==> src/rtl/bus_arb_ctrl_if.sv <==
// rtl/bus_arb_ctrl_if.sv - shared slave bus between the arbiter (master) and the bus slave
interface bus_arb_ctrl_if #(
    parameter int ADDR_WIDTH = 32,
    parameter int DATA_WIDTH = 32
) ();
    logic [ADDR_WIDTH-1:0] BUS_addr;
    logic [DATA_WIDTH-1:0] BUS_wdata;
    logic                  BUS_mode;
    logic                  BUS_valid;
    logic                  BUS_wready;
    logic [DATA_WIDTH-1:0] BUS_rdata;
    logic                  BUS_rvalid;
    logic                  BUS_rready;

    modport master (
        output BUS_addr, BUS_wdata, BUS_mode, BUS_valid, BUS_rready,
        input  BUS_wready, BUS_rdata, BUS_rvalid
    );

    modport slave (
        input  BUS_addr, BUS_wdata, BUS_mode, BUS_valid, BUS_rready,
        output BUS_wready, BUS_rdata, BUS_rvalid
    );
endinterface

==> src/rtl/bus_arb_ctrl.sv <==
// rtl/bus_arb_ctrl.sv - round-robin arbiter driving one bus transaction at a time (optional BUS_ARB_TIMEOUT_EN)
module bus_arb_ctrl #(
    parameter int NUM_CH         = 4,
    parameter int DATA_WIDTH     = 32,
    parameter int ADDR_WIDTH     = 32,
    parameter int TIMEOUT_CYCLES = 255
) (
    input  logic                         clk,
    input  logic                         rst_n,
    input  logic [NUM_CH-1:0]            req,
    input  logic [NUM_CH-1:0]            mode,
    input  logic [NUM_CH*ADDR_WIDTH-1:0] addr,
    input  logic [NUM_CH*DATA_WIDTH-1:0] wdata,
    output logic [NUM_CH-1:0]            done,
    output logic                         err,
    output logic [DATA_WIDTH-1:0]        rdata,
    output logic [NUM_CH-1:0]            grant,
    bus_arb_ctrl_if.master               bus
);
    localparam int IW = (NUM_CH > 1) ? $clog2(NUM_CH) : 1;

    typedef enum logic [1:0] {IDLE, BUSY, DONE} state_t;

    state_t        state;
    logic [IW-1:0] last;
    logic [IW-1:0] cur;
    logic [IW-1:0] sel;
    logic          complete;

`ifdef BUS_ARB_TIMEOUT_EN
    logic [15:0] tcnt;
    logic        err_r;
    logic        timed_out;

    assign err       = err_r;
    // Limit hit on this BUSY cycle; a same-cycle completion takes precedence.
    assign timed_out = (state == BUSY) && !complete && (tcnt == 16'(TIMEOUT_CYCLES - 1));
`else
    assign err = 1'b0;
`endif

    // Handshake of the opposite direction is never looked at.
    assign complete = (state == BUSY) && (bus.BUS_mode ? bus.BUS_wready : bus.BUS_rvalid);

    // Round-robin pick: first requester at or after last granted + 1.
    always_comb begin
        logic          found;
        logic [IW-1:0] c;
        found = 1'b0;
        sel   = last;
        c     = '0;
        for (int k = 1; k <= NUM_CH; k++) begin
            c = IW'((int'(last) + k) % NUM_CH);
            if (!found && req[c]) begin
                found = 1'b1;
                sel   = c;
            end
        end
    end

    // Transaction FSM with all outputs registered; done is a one-cycle pulse in DONE.
    always_ff @(posedge clk or negedge rst_n) begin
        if (!rst_n) begin
            state         <= IDLE;
            last          <= IW'(NUM_CH - 1);
            cur           <= '0;
            done          <= '0;
            grant         <= '0;
            rdata         <= '0;
            bus.BUS_addr  <= '0;
            bus.BUS_wdata <= '0;
            bus.BUS_mode  <= 1'b0;
            bus.BUS_valid <= 1'b0;
            bus.BUS_rready <= 1'b0;
`ifdef BUS_ARB_TIMEOUT_EN
            tcnt          <= '0;
            err_r         <= 1'b0;
`endif
        end else begin
            done <= '0;
            case (state)
                IDLE: begin
                    if (|req) begin
                        state          <= BUSY;
                        cur            <= sel;
                        grant          <= NUM_CH'(1) << sel;
                        bus.BUS_addr   <= addr[int'(sel)*ADDR_WIDTH +: ADDR_WIDTH];
                        bus.BUS_mode   <= mode[sel];
                        if (mode[sel]) begin
                            bus.BUS_wdata <= wdata[int'(sel)*DATA_WIDTH +: DATA_WIDTH];
                        end
                        bus.BUS_valid  <= 1'b1;
                        bus.BUS_rready <= !mode[sel];
`ifdef BUS_ARB_TIMEOUT_EN
                        tcnt           <= '0;
`endif
                    end
                end
                BUSY: begin
                    if (complete) begin
                        state          <= DONE;
                        bus.BUS_valid  <= 1'b0;
                        bus.BUS_rready <= 1'b0;
                        done           <= grant;
                        if (!bus.BUS_mode) begin
                            rdata <= bus.BUS_rdata;
                        end
`ifdef BUS_ARB_TIMEOUT_EN
                        err_r          <= 1'b0;
                    end else if (timed_out) begin
                        state          <= DONE;
                        bus.BUS_valid  <= 1'b0;
                        bus.BUS_rready <= 1'b0;
                        done           <= grant;
                        err_r          <= 1'b1;
                    end else begin
                        tcnt           <= tcnt + 16'd1;
`endif
                    end
                end
                DONE: begin
                    state <= IDLE;
                    grant <= '0;
                    last  <= cur;
`ifdef BUS_ARB_TIMEOUT_EN
                    err_r <= 1'b0;
`endif
                end
                default: state <= IDLE;
            endcase
        end
    end
endmodule

==> src/flat_wrapper.sv <==
// flat-port wrapper written by rule: the top's interface ports become plain ports
module bus_arb_ctrl_flat 
#(
    parameter int NUM_CH         = 4,
    parameter int DATA_WIDTH     = 32,
    parameter int ADDR_WIDTH     = 32,
    parameter int TIMEOUT_CYCLES = 255
)
  (clk, rst_n, req, mode, addr, wdata, done, err, rdata, grant, bus_BUS_addr, bus_BUS_wdata, bus_BUS_mode, bus_BUS_valid, bus_BUS_rready, bus_BUS_wready, bus_BUS_rdata, bus_BUS_rvalid);
  bus_arb_ctrl_if #(.ADDR_WIDTH(ADDR_WIDTH), .DATA_WIDTH(DATA_WIDTH)) bus_i ();
  input  logic clk;
  input  logic rst_n;
  input  logic [NUM_CH-1:0] req;
  input  logic [NUM_CH-1:0] mode;
  input  logic [NUM_CH*ADDR_WIDTH-1:0] addr;
  input  logic [NUM_CH*DATA_WIDTH-1:0] wdata;
  output logic [NUM_CH-1:0] done;
  output logic err;
  output logic [DATA_WIDTH-1:0] rdata;
  output logic [NUM_CH-1:0] grant;
  output wire logic [$bits(bus_i.BUS_addr)-1:0] bus_BUS_addr;
  output wire logic [$bits(bus_i.BUS_wdata)-1:0] bus_BUS_wdata;
  output wire logic [$bits(bus_i.BUS_mode)-1:0] bus_BUS_mode;
  output wire logic [$bits(bus_i.BUS_valid)-1:0] bus_BUS_valid;
  output wire logic [$bits(bus_i.BUS_rready)-1:0] bus_BUS_rready;
  input wire logic [$bits(bus_i.BUS_wready)-1:0] bus_BUS_wready;
  input wire logic [$bits(bus_i.BUS_rdata)-1:0] bus_BUS_rdata;
  input wire logic [$bits(bus_i.BUS_rvalid)-1:0] bus_BUS_rvalid;
  assign bus_BUS_addr = bus_i.BUS_addr;
  assign bus_BUS_wdata = bus_i.BUS_wdata;
  assign bus_BUS_mode = bus_i.BUS_mode;
  assign bus_BUS_valid = bus_i.BUS_valid;
  assign bus_BUS_rready = bus_i.BUS_rready;
  assign bus_i.BUS_wready = bus_BUS_wready;
  assign bus_i.BUS_rdata = bus_BUS_rdata;
  assign bus_i.BUS_rvalid = bus_BUS_rvalid;
  bus_arb_ctrl #(.NUM_CH(NUM_CH), .DATA_WIDTH(DATA_WIDTH), .ADDR_WIDTH(ADDR_WIDTH), .TIMEOUT_CYCLES(TIMEOUT_CYCLES)) u_core (.clk(clk), .rst_n(rst_n), .req(req), .mode(mode), .addr(addr), .wdata(wdata), .done(done), .err(err), .rdata(rdata), .grant(grant), .bus(bus_i));
endmodule
==> config.mk <==
export PLATFORM = sky130hd
export DESIGN_NAME = bus_arb_ctrl_flat
export DESIGN_NICKNAME = d
export VERILOG_FILES = /design/src/rtl/bus_arb_ctrl_if.sv /design/src/rtl/bus_arb_ctrl.sv /design/src/flat_wrapper.sv
export SDC_FILE = /design/constraint.sdc
export NUM_CORES = 1
export LEC_CHECK = 0
export CAP_MARGIN = 20
export CORE_MARGIN = 2
export CORE_UTILIZATION = 26
export DETAILED_ROUTE_END_ITERATION = 12
export PLACE_DENSITY = 0.61
export SYNTH_ARGS = -nofsm -noshare
export SYNTH_HDL_FRONTEND = slang
export SYNTH_SLANG_ARGS = --single-unit
==> constraint.sdc <==
create_clock -name clk -period 3.38 [get_ports clk]
set_clock_uncertainty 0.2 [all_clocks]
set_input_delay 0.507 -clock clk [delete_from_list [all_inputs] [get_ports clk]]
set_output_delay 0.507 -clock clk [all_outputs]
set_load 0.01 [all_outputs]
==> report_table.html <==
<table>
<tr><th>Metric</th><th>Value</th></tr>
<tr><th colspan="2">Status</th></tr>
<tr><td>Outcome</td><td>finished, final reports clean</td></tr>
<tr><th colspan="2">Timing</th></tr>
<tr><td>Final-layout setup total negative slack</td><td>0 ns</td></tr>
<tr><td>Setup ws final</td><td>~0.73 ns</td></tr>
<tr><td>Final Critical Period</td><td>approximately 2.7 ns</td></tr>
<tr><td>Final Hold Viols</td><td>0</td></tr>
<tr><td>Post-route worst hold slack</td><td>0.278 ns</td></tr>
<tr><td>Timing-limited maximum frequency</td><td>between 300 and 400 MHz</td></tr>
<tr><td>Slew at the pin with the worst max-slew slack</td><td>around 0.65 ns</td></tr>
<tr><td>Fraction of the cycle the final worst path needs</td><td>between 70% and 80%</td></tr>
<tr><td>Final Max Slew Viols</td><td>0</td></tr>
<tr><td>Relative slew slack</td><td>a little under three fifths</td></tr>
<tr><td>Number of endpoints failing setup at the final stage</td><td>0</td></tr>
<tr><td>Unrepaired setup endpoints after global routing</td><td>no</td></tr>
<tr><th colspan="2">Critical path</th></tr>
<tr><td>Critical path arrival</td><td>between 2 and 3 ns</td></tr>
<tr><td>Category of the worst setup path launch point</td><td>register</td></tr>
<tr><td>Reg2Reg Depth</td><td>7</td></tr>
<tr><td>Kind of critical path</td><td>reg -&gt; reg</td></tr>
<tr><td>Endpoint kind of the worst setup timing path</td><td>register</td></tr>
<tr><td>Crit path required time</td><td>between 3 and 4 ns</td></tr>
<tr><td>Worst R2R Setup Slack</td><td>0.73 ns</td></tr>
<tr><td>Critical path peak fanout</td><td>71</td></tr>
<tr><td>R2r endpoint</td><td>u_core.bus.BUS_wdata[9]</td></tr>
<tr><td>Crit Reg-Reg Startpoint</td><td>u_core.last[1]</td></tr>
<tr><th colspan="2">Die</th></tr>
<tr><td>Overall die width</td><td>between 150 and 200 µm</td></tr>
<tr><td>Core box area</td><td>~24,000 µm²</td></tr>
<tr><td>Die Y-Extent</td><td>between 150 and 200 µm</td></tr>
<tr><td>Die Area</td><td>around 26,000 µm²</td></tr>
<tr><td>Effective utilization at floorplan</td><td>between 20% and 30%</td></tr>
<tr><td>Io pins</td><td>roughly 400</td></tr>
<tr><td>Site Rows</td><td>57</td></tr>
<tr><th colspan="2">Global route</th></tr>
<tr><td>Global-route wire length before repair</td><td>roughly 35,000 µm</td></tr>
<tr><td>GRT met1 Usage</td><td>between 20% and 30%</td></tr>
<tr><td>Initial antenna violation count</td><td>0</td></tr>
<tr><td>Largest net degree at the start of global routing</td><td>72</td></tr>
<tr><td>Vias in the first global route</td><td>a little over 6,000</td></tr>
<tr><td>Global routing met2 resource utilization</td><td>31.6%</td></tr>
<tr><td>Total Routing Usage GR</td><td>17.6%</td></tr>
<tr><td>GRT Residual Overflow</td><td>0</td></tr>
<tr><td>Highest-utilization routing layer at the global route stage</td><td>met2</td></tr>
<tr><td>Met3 Use GR</td><td>under 10%</td></tr>
<tr><th colspan="2">Synth</th></tr>
<tr><td>Number of synthesized flops with an enable pin</td><td>0</td></tr>
<tr><td>Syn nets</td><td>828</td></tr>
<tr><td>Synth top area cells</td><td>sky130_fd_sc_hd__dfrtp_1, sky130_fd_sc_hd__mux2i_1, sky130_fd_sc_hd__mux2_2</td></tr>
<tr><td>Prevailing post-synth register cell</td><td>sky130_fd_sc_hd__dfrtp_1</td></tr>
<tr><td>Sequential area share after synthesis</td><td>between 40 and 50%</td></tr>
<tr><td>Count of unique library cells instantiated by Yosys</td><td>28</td></tr>
<tr><td>Async SR Flop Fraction</td><td>100%</td></tr>
<tr><td>Avg Cell Area, Syn</td><td>around 12 µm²</td></tr>
<tr><td>Cell accounting for the most synthesized area</td><td>sky130_fd_sc_hd__dfrtp_1</td></tr>
<tr><td>Count of mapped cells out of synthesis</td><td>approximately 530</td></tr>
<tr><td>Mapped Area</td><td>6340 µm²</td></tr>
<tr><td>Total number of yosys warnings</td><td>0</td></tr>
<tr><td>Area share of the leading cell type in the synthesized netlist</td><td>43.8%</td></tr>
<tr><td>Flip-flop and latch count after synthesis</td><td>113</td></tr>
<tr><th colspan="2">Drt</th></tr>
<tr><td>Vias after detailed routing</td><td>around 5,600</td></tr>
<tr><td>Remaining number of nets flagged by the antenna check after routing</td><td>0</td></tr>
<tr><td>DRC violations left</td><td>0</td></tr>
<tr><td>Number of vias per cell after detailed routing</td><td>4.40</td></tr>
<tr><td>Detailed-route wire length per cell</td><td>around 18 µm</td></tr>
<tr><td>Count of routing violations after the opening detailed-route iteration</td><td>around 180</td></tr>
<tr><td>Final wirelength</td><td>about 22,000 µm</td></tr>
<tr><td>Pre-antenna DRT Iters</td><td>4</td></tr>
<tr><th colspan="2">Cells and area</th></tr>
<tr><td>Synthesis-to-layout area growth</td><td>79.7%</td></tr>
<tr><td>Net count of the finished layout</td><td>between 1,000 and 1,500</td></tr>
<tr><td>Number of antenna repair diodes</td><td>0</td></tr>
<tr><td>Fraction of final layout cells sized beyond drive strength 1</td><td>between 10 and 15%</td></tr>
<tr><th colspan="2">Clock tree</th></tr>
<tr><td>Post-cts resize count</td><td>0</td></tr>
<tr><td>CTS buffer count</td><td>17</td></tr>
<tr><td>Number of H-tree branching levels</td><td>4</td></tr>
<tr><td>TritonCTS clock tree</td><td>yes</td></tr>
<tr><td>Clock latency of the later-clocked register in the worst-skew pair</td><td>between 0.4 and 0.5 ns</td></tr>
<tr><td>Root Driver</td><td>sky130_fd_sc_hd__clkbuf_16</td></tr>
<tr><td>Total number of clock tree sinks</td><td>113</td></tr>
<tr><td>Clock-pin transition on the worst setup and hold timing paths</td><td>roughly 0.06 ns</td></tr>
<tr><td>CTS Buffer Depth</td><td>2</td></tr>
<tr><th colspan="2">Power</th></tr>
<tr><td>Pwr dens</td><td>between 800 and 900 nW/µm²</td></tr>
<tr><td>Peak supply drop</td><td>around 0.45 mV</td></tr>
<tr><td>Standby leakage power</td><td>roughly 4.9 nW</td></tr>
<tr><td>Power Total</td><td>9.17 mW</td></tr>
<tr><th colspan="2">Hold path</th></tr>
<tr><td>Hold-critical path endpoint</td><td>u_core.cur[1]</td></tr>
<tr><td>Worst hold path cell count</td><td>2</td></tr>
<tr><td>Min-delay worst type</td><td>reg -&gt; reg</td></tr>
<tr><td>Origin of the worst min-delay path</td><td>u_core.cur[1]</td></tr>
<tr><th colspan="2">Run</th></tr>
<tr><td>Max-capacitance violation count</td><td>0</td></tr>
<tr><th colspan="2">Placed design</th></tr>
<tr><td>RD Place Congestion</td><td>0.805</td></tr>
<tr><td>Final HPWL from detailed placement</td><td>around 17,000 µm</td></tr>
<tr><td>Worst slack after detailed placement</td><td>between 0.3 and 0.4 ns</td></tr>
<tr><td>Port Buffer Count</td><td>slightly above 400</td></tr>
</table>
[cells in the final DEF (no fill, tap or decap), types with 2 or more instances in the layout]
cell type and instances:
sky130_fd_sc_hd__o21ai_0 8, sky130_fd_sc_hd__dfstp_2 2, sky130_fd_sc_hd__mux2_1 26, sky130_fd_sc_hd__nor2_1 2
sky130_fd_sc_hd__nand2_1 46, sky130_fd_sc_hd__o21ai_1 33, sky130_fd_sc_hd__inv_1 5, sky130_fd_sc_hd__clkinvlp_4 3
sky130_fd_sc_hd__buf_12 8, sky130_fd_sc_hd__inv_8 3, sky130_fd_sc_hd__nand2b_1 4, sky130_fd_sc_hd__dfrtp_1 111
sky130_fd_sc_hd__clkbuf_16 17, sky130_fd_sc_hd__and2_1 4, sky130_fd_sc_hd__inv_6 7, sky130_fd_sc_hd__clkdlybuf4s50_1 405
sky130_fd_sc_hd__buf_4 8, sky130_fd_sc_hd__mux2_2 72, sky130_fd_sc_hd__clkinv_4 2, sky130_fd_sc_hd__mux2i_1 163
[per-stage QoR]
stage | area (µm²) | util (%) | std cells
after global placement | 10800 | 44.9 | 1235
final | 11400 | 47.3 | 1268
after detailed placement | 10800 | 44.9 | 1235
after CTS | 11400 | 47.3 | 1268
after global routing | 11400 | 47.3 | 1268
after floorplan | 6340 | - | 528
[area by class of cell]
class | instances | area, µm²
Tap cell | 324 | 405
Clock buffer | 17 | 425
Multi-Input combinational cell | 372 | 3300
Sequential cell | 113 | 2830
Fill cell | 2282 | 12700
Timing Repair Buffer | 422 | 4280
Inverter | 5 | 18.8
Clock inverter | 15 | 135
[cells by family after synthesis]
| group | synth area share (%) |
|---|---|
| compound gates | 4.40 |
| buf+inv | 3.83 |
| flops | 44.6 |
| mux | 43.1 |
| other cells | 0.0591 |
| simple gates | 3.97 |
[worst max path at each step]
stage,from,endpoint,slack [ns],cells after the start
4_1_cts,u_core.last[1],u_core.bus.BUS_wdata[28],0.75,8
3_3_place_gp,req[0],u_core.bus.BUS_wdata[4],0.44,8
5_1_grt,u_core.last[1],u_core.bus.BUS_wdata[9],0.59,7
6_report,u_core.last[1],u_core.bus.BUS_wdata[9],0.73,7
2_1_floorplan,u_core.last[1],u_core.bus.BUS_wdata[23],1.03,9
3_5_place_dp,req[1],u_core.bus.BUS_wdata[0],0.38,8
[layer usage]
| layer | share of wire [%] | vias up |
|---|---|---|
| met5 | 0 | - |
| met4 | 2.0 | 0 |
| met3 | 6.2 | 26 |
| met2 | 52 | 189 |
| met1 | 40 | 2646 |
| li1 | - | 2717 |
[report_power, final]
part / switching, mW / internal (mW)
clock: 0.744 / 0.969
sequential: 0.351 / 2.05
combinational: 2.17 / 2.88
[critical path: stages (launching register included)]
cell                      delay (ns)
sky130_fd_sc_hd__dfstp_2        0.61
sky130_fd_sc_hd__mux2i_1        0.20
sky130_fd_sc_hd__o22ai_1        0.13
sky130_fd_sc_hd__a21oi_4        0.25
sky130_fd_sc_hd__buf_12         0.39
sky130_fd_sc_hd__mux2i_1        0.26
sky130_fd_sc_hd__mux2i_1        0.08
sky130_fd_sc_hd__mux2_1         0.28
[timing repair]
action | 4_1_cts | 5_1_grt
hold buffers | 1 | 0
buffers inserted | 0 | 0
hold endpoints to repair | 43 | 0
[flip-flops by register name, summed over array words and instances (netlist names)]
signal,cells
u_core.bus.BUS_addr,32
u_core.bus.BUS_wdata,32
u_core.rdata,32
u_core.done,4
u_core.grant,4
u_core.cur,2
u_core.last,2
u_core.state,2
u_core.bus.BUS_mode,1
u_core.bus.BUS_rready,1
u_core.bus.BUS_valid,1
[cells in the mapped netlist, types with 2 or more instances]
cell type                  number
sky130_fd_sc_hd__and2_1         4
sky130_fd_sc_hd__buf_4         15
sky130_fd_sc_hd__dfstp_2        2
sky130_fd_sc_hd__clkbuf_1      13
sky130_fd_sc_hd__nor2_1         3
sky130_fd_sc_hd__inv_1          5
sky130_fd_sc_hd__mux2_2        72
sky130_fd_sc_hd__buf_2          8
sky130_fd_sc_hd__o21ai_1       33
sky130_fd_sc_hd__mux2_1        26
sky130_fd_sc_hd__mux2i_1      163
sky130_fd_sc_hd__nand2_1       46
sky130_fd_sc_hd__o21ai_0        8
sky130_fd_sc_hd__dfrtp_1      111
sky130_fd_sc_hd__a21oi_1        2
sky130_fd_sc_hd__nand2b_1       4
sky130_fd_sc_hd__buf_6          2
No activity file was read; power rests on OpenSTA's default activity.
